--- config.mk ---
export PLATFORM = sky130hd
export DESIGN_NAME = cipher_uart_tx
export DESIGN_NICKNAME = d
export VERILOG_FILES = /design/src/rtl/cipher_pkg.sv /design/src/rtl/cipher_fifo.sv /design/src/rtl/cipher_uart_tx.sv
export SDC_FILE = /design/constraint.sdc
export NUM_CORES = 1
export LEC_CHECK = 0
export ABC_AREA = 1
export BUFFER_PORTS_ARGS = -buffer_cell sky130_fd_sc_hd__buf_2
export CAP_MARGIN = 20
export CORE_ASPECT_RATIO = 0.75
export CORE_UTILIZATION = 60
export CTS_CLUSTER_SIZE = 8
export DETAILED_ROUTE_END_ITERATION = 10
export GPL_ROUTABILITY_DRIVEN = 0
export HOLD_SLACK_MARGIN = 0.15
export PLACE_DENSITY = 0.89
export SYNTH_ARGS = -nofsm -noshare
export SYNTH_HDL_FRONTEND = slang
export SYNTH_SLANG_ARGS = --single-unit
--- constraint.sdc ---
create_clock -name clk -period 2.9 [get_ports clk]
set_input_delay 0.29 -clock clk [delete_from_list [all_inputs] [get_ports clk]]
set_output_delay 0.29 -clock clk [all_outputs]
set_load 0.02 [all_outputs]
--- src/rtl/cipher_pkg.sv ---
// -----------------------------------------------------------------------------
// cipher_pkg
// Shared types and constants for the cipher serial transmit path.
//   ASCII_W          : width of one character
//   tx_state_t       : serial framer states
//   CLKS_PER_BIT_DEF : default clocks per serial bit
//   FIFO_DEPTH_DEF   : default character buffer depth
// -----------------------------------------------------------------------------
package cipher_pkg;

   localparam int ASCII_W          = 8;
   localparam int CLKS_PER_BIT_DEF = 16;
   localparam int FIFO_DEPTH_DEF   = 4;

   typedef enum logic [1:0] {
      IDLE,
      START,
      DATA,
      STOP
   } tx_state_t;

endpackage

--- src/rtl/cipher_fifo.sv ---
// -----------------------------------------------------------------------------
// cipher_fifo
// Synchronous first-word-fall-through character buffer. The head entry is
// always visible on rdata while the buffer is non-empty.
// Ports:
//   clk, rst_n : rising-edge clock, asynchronous active-low reset
//   push/wdata : write wdata when push=1 and not full
//   pop        : drop the head entry when pop=1 and not empty
//   rdata      : head entry
//   count      : number of stored entries (0..DEPTH)
//   full/empty : count==DEPTH / count==0
// -----------------------------------------------------------------------------
module cipher_fifo
   import cipher_pkg::*;
#(
   parameter  int DEPTH = FIFO_DEPTH_DEF,
   localparam int PTR_W = $clog2(DEPTH),
   localparam int CNT_W = PTR_W + 1
) (
   input  logic               clk,
   input  logic               rst_n,
   input  logic               push,
   input  logic [ASCII_W-1:0] wdata,
   input  logic               pop,
   output logic [ASCII_W-1:0] rdata,
   output logic [CNT_W-1:0]   count,
   output logic               full,
   output logic               empty
);

   logic [ASCII_W-1:0] mem_q [DEPTH];
   logic [ASCII_W-1:0] mem_d [DEPTH];
   logic [PTR_W-1:0]   wr_ptr_q, wr_ptr_d;
   logic [PTR_W-1:0]   rd_ptr_q, rd_ptr_d;
   logic [CNT_W-1:0]   count_q, count_d;
   logic               do_push;
   logic               do_pop;

   assign full    = (count_q == CNT_W'(DEPTH));
   assign empty   = (count_q == '0);
   assign do_push = push & ~full;
   assign do_pop  = pop & ~empty;
   assign rdata   = mem_q[rd_ptr_q];
   assign count   = count_q;

   // Pointers are exactly log2(DEPTH) wide, so the increment wraps modulo
   // DEPTH without an explicit compare.
   always_comb begin
      mem_d    = mem_q;
      wr_ptr_d = wr_ptr_q;
      rd_ptr_d = rd_ptr_q;
      count_d  = count_q;
      if (do_push) begin
         mem_d[wr_ptr_q] = wdata;
         wr_ptr_d        = wr_ptr_q + PTR_W'(1);
      end
      if (do_pop) begin
         rd_ptr_d = rd_ptr_q + PTR_W'(1);
      end
      // Simultaneous push and pop leaves the count unchanged.
      case ({do_push, do_pop})
         2'b10:   count_d = count_q + CNT_W'(1);
         2'b01:   count_d = count_q - CNT_W'(1);
         default: count_d = count_q;
      endcase
   end

   always_ff @(posedge clk or negedge rst_n) begin
      if (!rst_n) begin
         mem_q    <= '{default: '0};
         wr_ptr_q <= '0;
         rd_ptr_q <= '0;
         count_q  <= '0;
      end else begin
         mem_q    <= mem_d;
         wr_ptr_q <= wr_ptr_d;
         rd_ptr_q <= rd_ptr_d;
         count_q  <= count_d;
      end
   end

endmodule

--- src/rtl/cipher_uart_tx.sv ---
// -----------------------------------------------------------------------------
// cipher_uart_tx
// Buffers ciphered ASCII characters and sends each as an 8N1 serial frame
// (start bit, 8 data bits LSB first, stop bit), CLKS_PER_BIT clocks per bit.
// Ports:
//   clk, rst_n  : rising-edge clock, asynchronous active-low reset
//   in_valid    : in_data carries a character
//   in_data     : character to send
//   in_ready    : buffer can take a character this cycle
//   tx          : registered serial line, idle high
//   busy        : frame on the line or characters buffered
//   fifo_count  : number of buffered characters
// -----------------------------------------------------------------------------
module cipher_uart_tx
   import cipher_pkg::*;
#(
   parameter  int CLKS_PER_BIT = CLKS_PER_BIT_DEF,
   parameter  int FIFO_DEPTH   = FIFO_DEPTH_DEF,
   localparam int CNT_W        = $clog2(FIFO_DEPTH) + 1
) (
   input  logic               clk,
   input  logic               rst_n,
   input  logic               in_valid,
   input  logic [ASCII_W-1:0] in_data,
   output logic               in_ready,
   output logic               tx,
   output logic               busy,
   output logic [CNT_W-1:0]   fifo_count
);

   localparam int                BAUD_W    = $clog2(CLKS_PER_BIT);
   localparam logic [BAUD_W-1:0] BAUD_LAST = BAUD_W'(CLKS_PER_BIT - 1);
   localparam int                BIT_W     = $clog2(ASCII_W);
   localparam logic [BIT_W-1:0]  BIT_LAST  = BIT_W'(ASCII_W - 1);

   tx_state_t          state_q, state_d;
   logic [BAUD_W-1:0]  baud_q, baud_d;
   logic [BIT_W-1:0]   bit_idx_q, bit_idx_d;
   logic [ASCII_W-1:0] shift_q, shift_d;
   logic               tx_q, tx_d;

   logic               fifo_push;
   logic               fifo_pop;
   logic [ASCII_W-1:0] fifo_rdata;
   logic               fifo_full;
   logic               fifo_empty;
   logic               baud_wrap;

   // full is count==DEPTH, so !full is exactly count < DEPTH.
   assign in_ready  = ~fifo_full;
   assign fifo_push = in_valid & in_ready;
   assign baud_wrap = (baud_q == BAUD_LAST);
   assign busy      = (state_q != IDLE) | ~fifo_empty;
   assign tx        = tx_q;

   cipher_fifo #(
      .DEPTH (FIFO_DEPTH)
   ) u_fifo (
      .clk   (clk),
      .rst_n (rst_n),
      .push  (fifo_push),
      .wdata (in_data),
      .pop   (fifo_pop),
      .rdata (fifo_rdata),
      .count (fifo_count),
      .full  (fifo_full),
      .empty (fifo_empty)
   );

   // tx_d is the line value for the next cycle, so every transition is
   // decided one cycle ahead and tx comes straight from a flop.
   // shift_q[0] is always the bit currently on the line during DATA.
   always_comb begin
      state_d   = state_q;
      bit_idx_d = bit_idx_q;
      shift_d   = shift_q;
      tx_d      = tx_q;
      fifo_pop  = 1'b0;
      baud_d    = (state_q == IDLE || baud_wrap) ? '0 : baud_q + BAUD_W'(1);

      case (state_q)
         IDLE: begin
            tx_d      = 1'b1;
            bit_idx_d = '0;
            if (!fifo_empty) begin
               fifo_pop = 1'b1;
               shift_d  = fifo_rdata;
               state_d  = START;
               tx_d     = 1'b0;
            end
         end
         START: begin
            if (baud_wrap) begin
               state_d = DATA;
               tx_d    = shift_q[0];
            end
         end
         DATA: begin
            if (baud_wrap) begin
               if (bit_idx_q == BIT_LAST) begin
                  state_d   = STOP;
                  bit_idx_d = '0;
                  tx_d      = 1'b1;
               end else begin
                  bit_idx_d = bit_idx_q + BIT_W'(1);
                  shift_d   = {1'b0, shift_q[ASCII_W-1:1]};
                  tx_d      = shift_q[1];
               end
            end
         end
         STOP: begin
            // Chain straight into the next frame when a character waits,
            // so back-to-back characters leave no idle gap on the line.
            if (baud_wrap) begin
               if (!fifo_empty) begin
                  fifo_pop = 1'b1;
                  shift_d  = fifo_rdata;
                  state_d  = START;
                  tx_d     = 1'b0;
               end else begin
                  state_d = IDLE;
                  tx_d    = 1'b1;
               end
            end
         end
         default: begin
            state_d = IDLE;
            tx_d    = 1'b1;
         end
      endcase
   end

   // Reset forces tx high asynchronously, aborting any frame in flight.
   always_ff @(posedge clk or negedge rst_n) begin
      if (!rst_n) begin
         state_q   <= IDLE;
         baud_q    <= '0;
         bit_idx_q <= '0;
         shift_q   <= '0;
         tx_q      <= 1'b1;
      end else begin
         state_q   <= state_d;
         baud_q    <= baud_d;
         bit_idx_q <= bit_idx_d;
         shift_q   <= shift_d;
         tx_q      <= tx_d;
      end
   end

endmodule
==> flow_summary_export.csv, run 1 <==
group,metric,value,unit
logic_synthesis,synth_top_area_frac,0.4848,
outcome,status,"finished, final reports clean",
sta,period_needed,2419,ps
sta,period_share,0.8342,
sta,maxSlewViolCount,0,
sta,setup_viol,0,
final_layout,layout_commonest_cell,"nand2_1",
power,leakagePower,1.691,nW
setup_path,cp_top_family,"adder cells",
floorplan,die_w,82.14,um
detailed_routing,postRouteWirelength,5836,um
place,place_ws,539.3,ps
detailed_routing,wl_met2,2819,um
sta,hold_viol_final,0,
clock_network,clk_pin_slew_worst_paths,60,ps
floorplan,rows,21,
sta,fin_ws,480.8,ps
floorplan,dieArea,5101,um2
floorplan,ios,17,
setup_path,path_cells,"inv_1 -> ha_1 -> inv_1 -> nand2_1 -> nand2_1 -> nor2_1 -> ha_1 -> inv_1 -> fa_1 -> a21oi_1 -> o21ai_0 -> xor2_1",
logic_synthesis,synth_area_leader_cell,"dfrtp_1",
detailed_routing,top_layer,"met4",
logic_synthesis,synth_seq_cells,57,
clock_network,cts_root_buffer,"clkbuf_8",
detailed_routing,wl_met1,2645,um
detailed_routing,ant_nets,0,
final_layout,final_cell_area,3161,um2
floorplan,coreArea,4546,um2
clock_network,max-clock-path-buffers,2,
global_routing,grt_pass1_wl,10210,um
logic_synthesis,synth-simple-area-share,0.2714,
power,switchingPower,0.8825,mW
power,p_total,2.541,mW
clock_network,htree_levels,3,
setup_path,cpMostUsedCell,"inv_1",
setup_path,r2r_start,"state_q[0]$_DFFE_PN0P_",
setup_path,crit_fanout,5,
detailed_routing,post-route-drc-count,0,
final_layout,final_cell_mix,"136 x nand2_1, 56 x dfrtp_1, 29 x o21ai_1",
final_layout,drive_gt1_frac,0.1328,
logic_synthesis,synth-xor-area-share,0.01212,
sta,slew_headroom,0.5227,
setup_path,cp.depth,12,
setup_path,worstSetupPathType,"flop to flop",
floorplan,fp.dieH,62.11,um
logic_synthesis,synth_compound_area_frac,0.09048,
min_path,hp-class,"input pin to flop",
clock_network,cts_buffers,9,
setup_path,cpPeakStageDelay,420,ps
final_layout,layout-area-overhead-vs-synth,9.351,%
detailed_routing,drt_pass1_iterations,4,
sta,fin_hold_ws,246.2,ps
global_routing,grt_overflow_total,0,
setup_path,r2r-end,"u_fifo.count[2]$_DFFE_PN0P_",
detailed_routing,wl_per_cell,13.70,um
power,switching_share,0.3473,
power,seq_power_share,0.467,
power,cellPowerDensity,804.0,nW/um2
detailed_routing,vias,2289,
global_routing,grt_start_max_net_pins,58,
floorplan,initial_core_util,0.6358,
setup_path,crit_buf_inv,3,
logic_synthesis,synth.area.top_cells,"dfrtp_1 48%, nand2_1 18%, ha_1 5.6%, o21ai_1 5.0%, nand3_1 4.7%",
final_layout,diodes,0,
logic_synthesis,synth_nets,369,
global_routing,antenna_found_initial,0,
setup_path,critPathCaptureType,"flop",
setup_path,cp.required,3110,ps
run,drv_cap,0,
clock_network,numClockSinks,57,
power,vdd_ir_drop_max,0.4756,mV
setup_path,rr_worst_depth,12,
sta,rsz0062_at_grt,"false",
global_routing,grt_pass1_vias,2305,
place,dp_hpwl,3943,um
sta,timing.setup.tns,0,ps
logic_synthesis,syn_avg_cell_area,8.402,um2
place,dpl_cell_area,2975,um2
setup_path,crit_path_start,"state_q[0]$_DFFE_PN0P_",
setup_path,ff2ff_setup_slack,480,ps
final_layout,fin_nets,389,
detailed_routing,via_per_inst,5.373,
logic_synthesis,synthAdderAreaFrac,0.06320,
power,clockPowerShare,0.261,
logic_synthesis,yosysWarnings,0,
logic_synthesis,netlist_area,2890,um2
sta,worst_pin_slew,715.9,ps
power,intPower,1.659,mW
logic_synthesis,synthMuxAreaShare,0,
setup_path,start_kind,"flop",
logic_synthesis,ys_types,28,
detailed_routing,wl_met3,286,um
place,port_buffers,16,
detailed_routing,drt-initial-drc-count,137,
logic_synthesis,seq_area_frac_synth,0.4939,
clock_network,cts_tree,"done",
setup_path,crit_path_top_delay_cell,"dfrtp_1",
clock_network,insertion_delay,340,ps
clock_network,post-cts-setup-buffer-count,0,
setup_path,critPathArrivalTime,2630,ps
sta,finClkSkew,7.413,ps
sta,fmaxAchievable,413.4,MHz
logic_synthesis,synth_top_family_by_area,"simple AND/OR/NAND/NOR gates",
global_routing,grtUsageTotal,0.2676,
power,comb_power_share,0.273,
setup_path,crit_end,"u_fifo.count[2]$_DFFE_PN0P_",
logic_synthesis,syn_inst,344,
==> cell families (layout without fill, tap and decap cells) <==
| kind of cell | after synthesis | in the layout |
|---|---|---|
| simple gates | 181 | 181 |
| fa+ha+maj | 14 | 14 |
| flops | 57 | 57 |
| compound gates | 48 | 48 |
| xor+xnor | 4 | 4 |
| buf+inv | 40 | 65 |
==> routing by layer <==
metal | track usage | vias to the layer above
met5 | 0 | -
met4 | 0.1184 | 0
met3 | 0.08382 | 9
met2 | 0.4101 | 51
met1 | 0.3451 | 1096
li1 | - | 1133
==> how the worst min path moves through the flow <==
stage | end | depth (start not counted) | slack (ps) | from
global placement | baud_q[0]$_DFF_PN0_ | 1 | 440 | baud_q[0]$_DFF_PN0_
finish | u_fifo.mem_q[27]$_DFFE_PN0P_ | 3 | 250 | in_data[3]
CTS | u_fifo.mem_q[29]$_DFFE_PN0P_ | 3 | 240 | in_data[5]
global route | u_fifo.mem_q[30]$_DFFE_PN0P_ | 3 | 260 | in_data[6]
floorplan | baud_q[0]$_DFF_PN0_ | 0 | -6 | rst_n
detailed placement | baud_q[0]$_DFF_PN0_ | 1 | 460 | baud_q[0]$_DFF_PN0_
==> Yosys cell counts (all sizes together) <==
library cell / number
nand2: 143
dfrtp: 56
o21ai: 44
inv: 30
nand3: 28
ha: 13
buf: 9
nor2: 6
a21oi: 3
xor2: 3
nand3b: 2
or2: 2
clkbuf: 1
dfstp: 1
fa: 1
o211ai: 1
xnor2: 1
==> worst register-to-register path, stage by stage (launching register included) <==
cell	delay, ps
dfrtp_1	420
inv_1	140
ha_1	220
inv_1	90
nand2_1	150
nand2_1	70
nor2_1	180
ha_1	180
inv_1	60
fa_1	370
a21oi_1	140
o21ai_0	100
xor2_1	150
==> power by group through the flow <==
stage	clock [mW]	sequential [mW]	combinational [mW]
6_report	0.662	1.19	0.693
5_1_grt	0.712	1.21	0.803
4_1_cts	0.671	1.18	0.699
3_5_place_dp	0	1.19	0.694
3_3_place_gp	0	1.18	0.659
2_1_floorplan	0	1.19	0.545
==> state kept, by name, summed over array words and instances, names as in the netlist <==
name	count
u_fifo.mem_q	32
u_fifo.rd_ptr_q	2
u_fifo.count	3
tx	1
state_q	2
u_fifo.wr_ptr_q	2
shift_q	8
baud_q	4
bit_idx_q	3
==> final cells by class <==
cell class | instances | area (um2)
Timing Repair Buffer | 19 | 105.1
Tap cell | 57 | 71.32
Inverter | 30 | 117.6
Clock inverter | 2 | 12.51
Fill cell | 367 | 1385
Clock buffer | 14 | 162.7
Sequential cell | 57 | 1428
Multi-Input combinational cell | 247 | 1264
==> stage by stage <==
stage,utilization,cells
after detailed placement,0.6546,409
final,0.6953,426
after global placement,0.6546,409
after CTS,0.6953,426
after floorplan,-,344
after global routing,0.6953,426
==> repair_timing <==
item	CTS	global route
hold buffers	1	0
resized for setup	0	0
endpoints found under the hold margin	56	0
Note: power is estimated with default switching activity, not from simulation.
==> inputs of run 2 (changes only) <==
--- a/config.mk
+++ b/config.mk
@@ -9,12 +9,12 @@
 export BUFFER_PORTS_ARGS = -buffer_cell sky130_fd_sc_hd__buf_2
 export CAP_MARGIN = 20
 export CORE_ASPECT_RATIO = 0.75
-export CORE_UTILIZATION = 60
+export CORE_UTILIZATION = 54
 export CTS_CLUSTER_SIZE = 8
 export DETAILED_ROUTE_END_ITERATION = 10
 export GPL_ROUTABILITY_DRIVEN = 0
 export HOLD_SLACK_MARGIN = 0.15
-export PLACE_DENSITY = 0.89
+export PLACE_DENSITY = 0.85
 export SYNTH_ARGS = -nofsm -noshare
 export SYNTH_HDL_FRONTEND = slang
 export SYNTH_SLANG_ARGS = --single-unit
==> constraint.sdc (replaced) <==
create_clock -name clk -period 2.2 [get_ports clk]
set_input_delay 0.22 -clock clk [delete_from_list [all_inputs] [get_ports clk]]
set_output_delay 0.22 -clock clk [all_outputs]
set_load 0.02 [all_outputs]
==> flow_summary_export.csv, run 2 (same netlist as run 1, synthesis figures left out) <==
group,metric,value,unit
floorplan,coreArea,5010,um2
global_routing,grt_overflow_total,0,
setup_path,start_kind,"flop",
sta,period_needed,2115,ps
setup_path,cp.depth,12,
final_layout,finalCoreUtilization,0.6668,
final_layout,fill_cells,443,
power,intPower,2.200,mW
clock_network,cts_tree,"done",
final_layout,largest-register,"u_fifo.mem_q",
final_layout,largestRegisters,"u_fifo.mem_q x32, shift_q x8, baud_q x4",
setup_path,critPathCaptureType,"flop",
global_routing,grtUsageTotal,0.2461,
setup_path,crit_buf_inv,2,
global_routing,grt_start_max_net_pins,51,
setup_path,rr_worst_depth,12,
detailed_routing,wl_per_cell,13.22,um
sta,fmaxAchievable,472.8,MHz
setup_path,cpPeakStageDelay,410,ps
clock_network,insertion_delay,340,ps
detailed_routing,drt-initial-drc-count,155,
global_routing,grt_pass1_wl,10260,um
clock_network,numClockSinks,57,
power,cellPowerDensity,1004,nW/um2
place,dp_hpwl,3978,um
setup_path,cp_top_family,"adder cells",
power,switching_share,0.3443,
power,leakagePower,1.757,nW
detailed_routing,ant_nets,0,
setup_path,critPathArrivalTime,2340,ps
final_layout,largest_reg_flops,32,
sta,finClkSkew,6.570,ps
detailed_routing,vias,2333,
final_layout,multi_input_area,1305,um2
power,clockPowerShare,0.259,
detailed_routing,drt_pass1_iterations,4,
clock_network,htree_levels,3,
min_path,hp-class,"input pin to flop",
power,p_total,3.355,mW
setup_path,crit_fanout,4,
floorplan,dieArea,5652,um2
sta,setup_viol,0,
place,port_buffers,16,
floorplan,initial_core_util,0.5769,
floorplan,die_w,86.48,um
power,seq_power_share,0.465,
final_layout,fin_nets,404,
clock_network,cts_buffers,9,
setup_path,crit_path_top_delay_cell,"dfrtp_1",
sta,hold_viol_final,0,
final_layout,drive_gt1_frac,0.1979,
setup_path,cp.required,2430,ps
setup_path,crit_end,"u_fifo.count[2]$_DFFE_PN0P_",
setup_path,path_cells,"buf_4 -> ha_2 -> nand2_1 -> nand2_2 -> nand2_2 -> nor2_4 -> ha_2 -> inv_2 -> fa_2 -> a21oi_2 -> o21ai_1 -> xor2_1",
sta,slew_headroom,0.7160,
power,comb_power_share,0.276,
power,vdd_ir_drop_max,0.6857,mV
final_layout,diodes,0,
final_layout,layout_commonest_cell,"nand2_1",
setup_path,r2r_start,"state_q[1]$_DFFE_PN0P_",
final_layout,final_cell_area,3341,um2
setup_path,crit_path_start,"state_q[1]$_DFFE_PN0P_",
setup_path,r2r-end,"u_fifo.count[2]$_DFFE_PN0P_",
power,switchingPower,1.155,mW
floorplan,ios,17,
clock_network,clk_pin_slew_worst_paths,60,ps
global_routing,grt_pass1_vias,2197,
clock_network,cts_root_buffer,"clkbuf_8",
setup_path,ff2ff_setup_slack,80,ps
final_layout,final_cell_mix,"133 x nand2_1, 56 x dfrtp_1, 30 x o21ai_1",
final_layout,layout-area-overhead-vs-synth,15.58,%
sta,period_share,0.9614,
final_layout,seqCellArea,1428,um2
sta,maxSlewViolCount,0,
floorplan,rows,22,
clock_network,max-clock-path-buffers,2,
setup_path,worstSetupPathType,"flop to flop",
run,drv_cap,0,
detailed_routing,postRouteWirelength,6029,um
global_routing,antenna_found_initial,0,
detailed_routing,post-route-drc-count,0,
sta,worst_pin_slew,426.0,ps
place,dpl_cell_area,3067,um2
floorplan,fp.dieH,65.36,um
detailed_routing,via_per_inst,5.116,
outcome,status,"finished, final reports clean",
==> run 2: cell count changes in the layout (fill, tap and decap cells not counted), moves of 2 or more <==
cell and delta:
nand2_2 +3, buf_4 +14, inv_1 -4, clkbuf_1 +2, ha_1 -4, inv_2 +4, nand2_1 -3, ha_2 +3
==> run 2: metrics by stage <==
step | instances | TNS [ps] | setup WS [ps] | hold slack (ps)
CTS | 453 | 0 | 21.88 | 169.3
global placement | 432 | 0 | 73.86 | 79.41
detailed placement | 432 | -58.37 | -58.37 | 79.73
global route | 456 | -9.778 | -9.778 | 196.0
floorplan | 344 | 0 | 36.84 | -75.59
finish | 456 | 0 | 84.92 | 175.3
==> run 2: layout make-up <==
class / instances / share of cell area
Tap cell: 72 / 0.02697
Multi-Input combinational cell: 247 / 0.3906
Timing Repair Buffer: 34 / 0.06891
Inverter: 30 / 0.03521
Sequential cell: 57 / 0.4273
Clock buffer: 16 / 0.05094
==> run 2: routing by layer <==
| layer | routed length (um) | vias up | part of all wire | track usage |
|---|---|---|---|---|
| met5 | 0 | - | 0 | 0 |
| met4 | 131 | 0 | 0.022 | 0.08750 |
| met3 | 387 | 13 | 0.064 | 0.08668 |
| met2 | 2721 | 74 | 0.45 | 0.3978 |
| met1 | 2788 | 1084 | 0.46 | 0.3075 |
| li1 | - | 1162 | - | - |
==> run 2: timing repair <==
| item | in CTS | in global routing |
|---|---|---|
| endpoints found under the setup margin | 1 | 2 |
| pin swaps | 0 | 4 |
| hold buffers | 1 | 0 |
| hold endpoints to repair | 57 | 0 |
| setup buffers | 4 | 3 |
| gates resized for setup | 1 | 16 |
==> run 2: power by group through the flow <==
stage | clock network [mW] | logic, mW | registers [mW]
2_1_floorplan | 0 | 0.719 | 1.56
3_3_place_gp | 0 | 0.872 | 1.55
3_5_place_dp | 0 | 0.914 | 1.57
4_1_cts | 0.875 | 0.924 | 1.56
5_1_grt | 0.918 | 1.07 | 1.60
6_report | 0.868 | 0.927 | 1.56
==> run 2: how the worst min path moves through the flow <==
stage | cells after the start | slack, ps | start | end
2_1_floorplan | 0 | -80 | rst_n | baud_q[0]$_DFF_PN0_
3_3_place_gp | 1 | 80 | rst_n | u_fifo.mem_q[7]$_DFFE_PN0P_
3_5_place_dp | 1 | 80 | rst_n | u_fifo.mem_q[7]$_DFFE_PN0P_
4_1_cts | 3 | 170 | in_data[3] | u_fifo.mem_q[11]$_DFFE_PN0P_
5_1_grt | 3 | 200 | in_data[0] | u_fifo.mem_q[16]$_DFFE_PN0P_
6_report | 3 | 180 | in_data[3] | u_fifo.mem_q[27]$_DFFE_PN0P_
==> run 2: worst reg2reg max path, cell delays in order (launching register included) <==
cell and delay [ps]:
dfrtp_1 410, buf_4 130, ha_2 190, nand2_1 70, nand2_2 70, nand2_2 70
nor2_4 110, ha_2 180, inv_2 50, fa_2 360, a21oi_2 140, o21ai_1 80
xor2_1 140
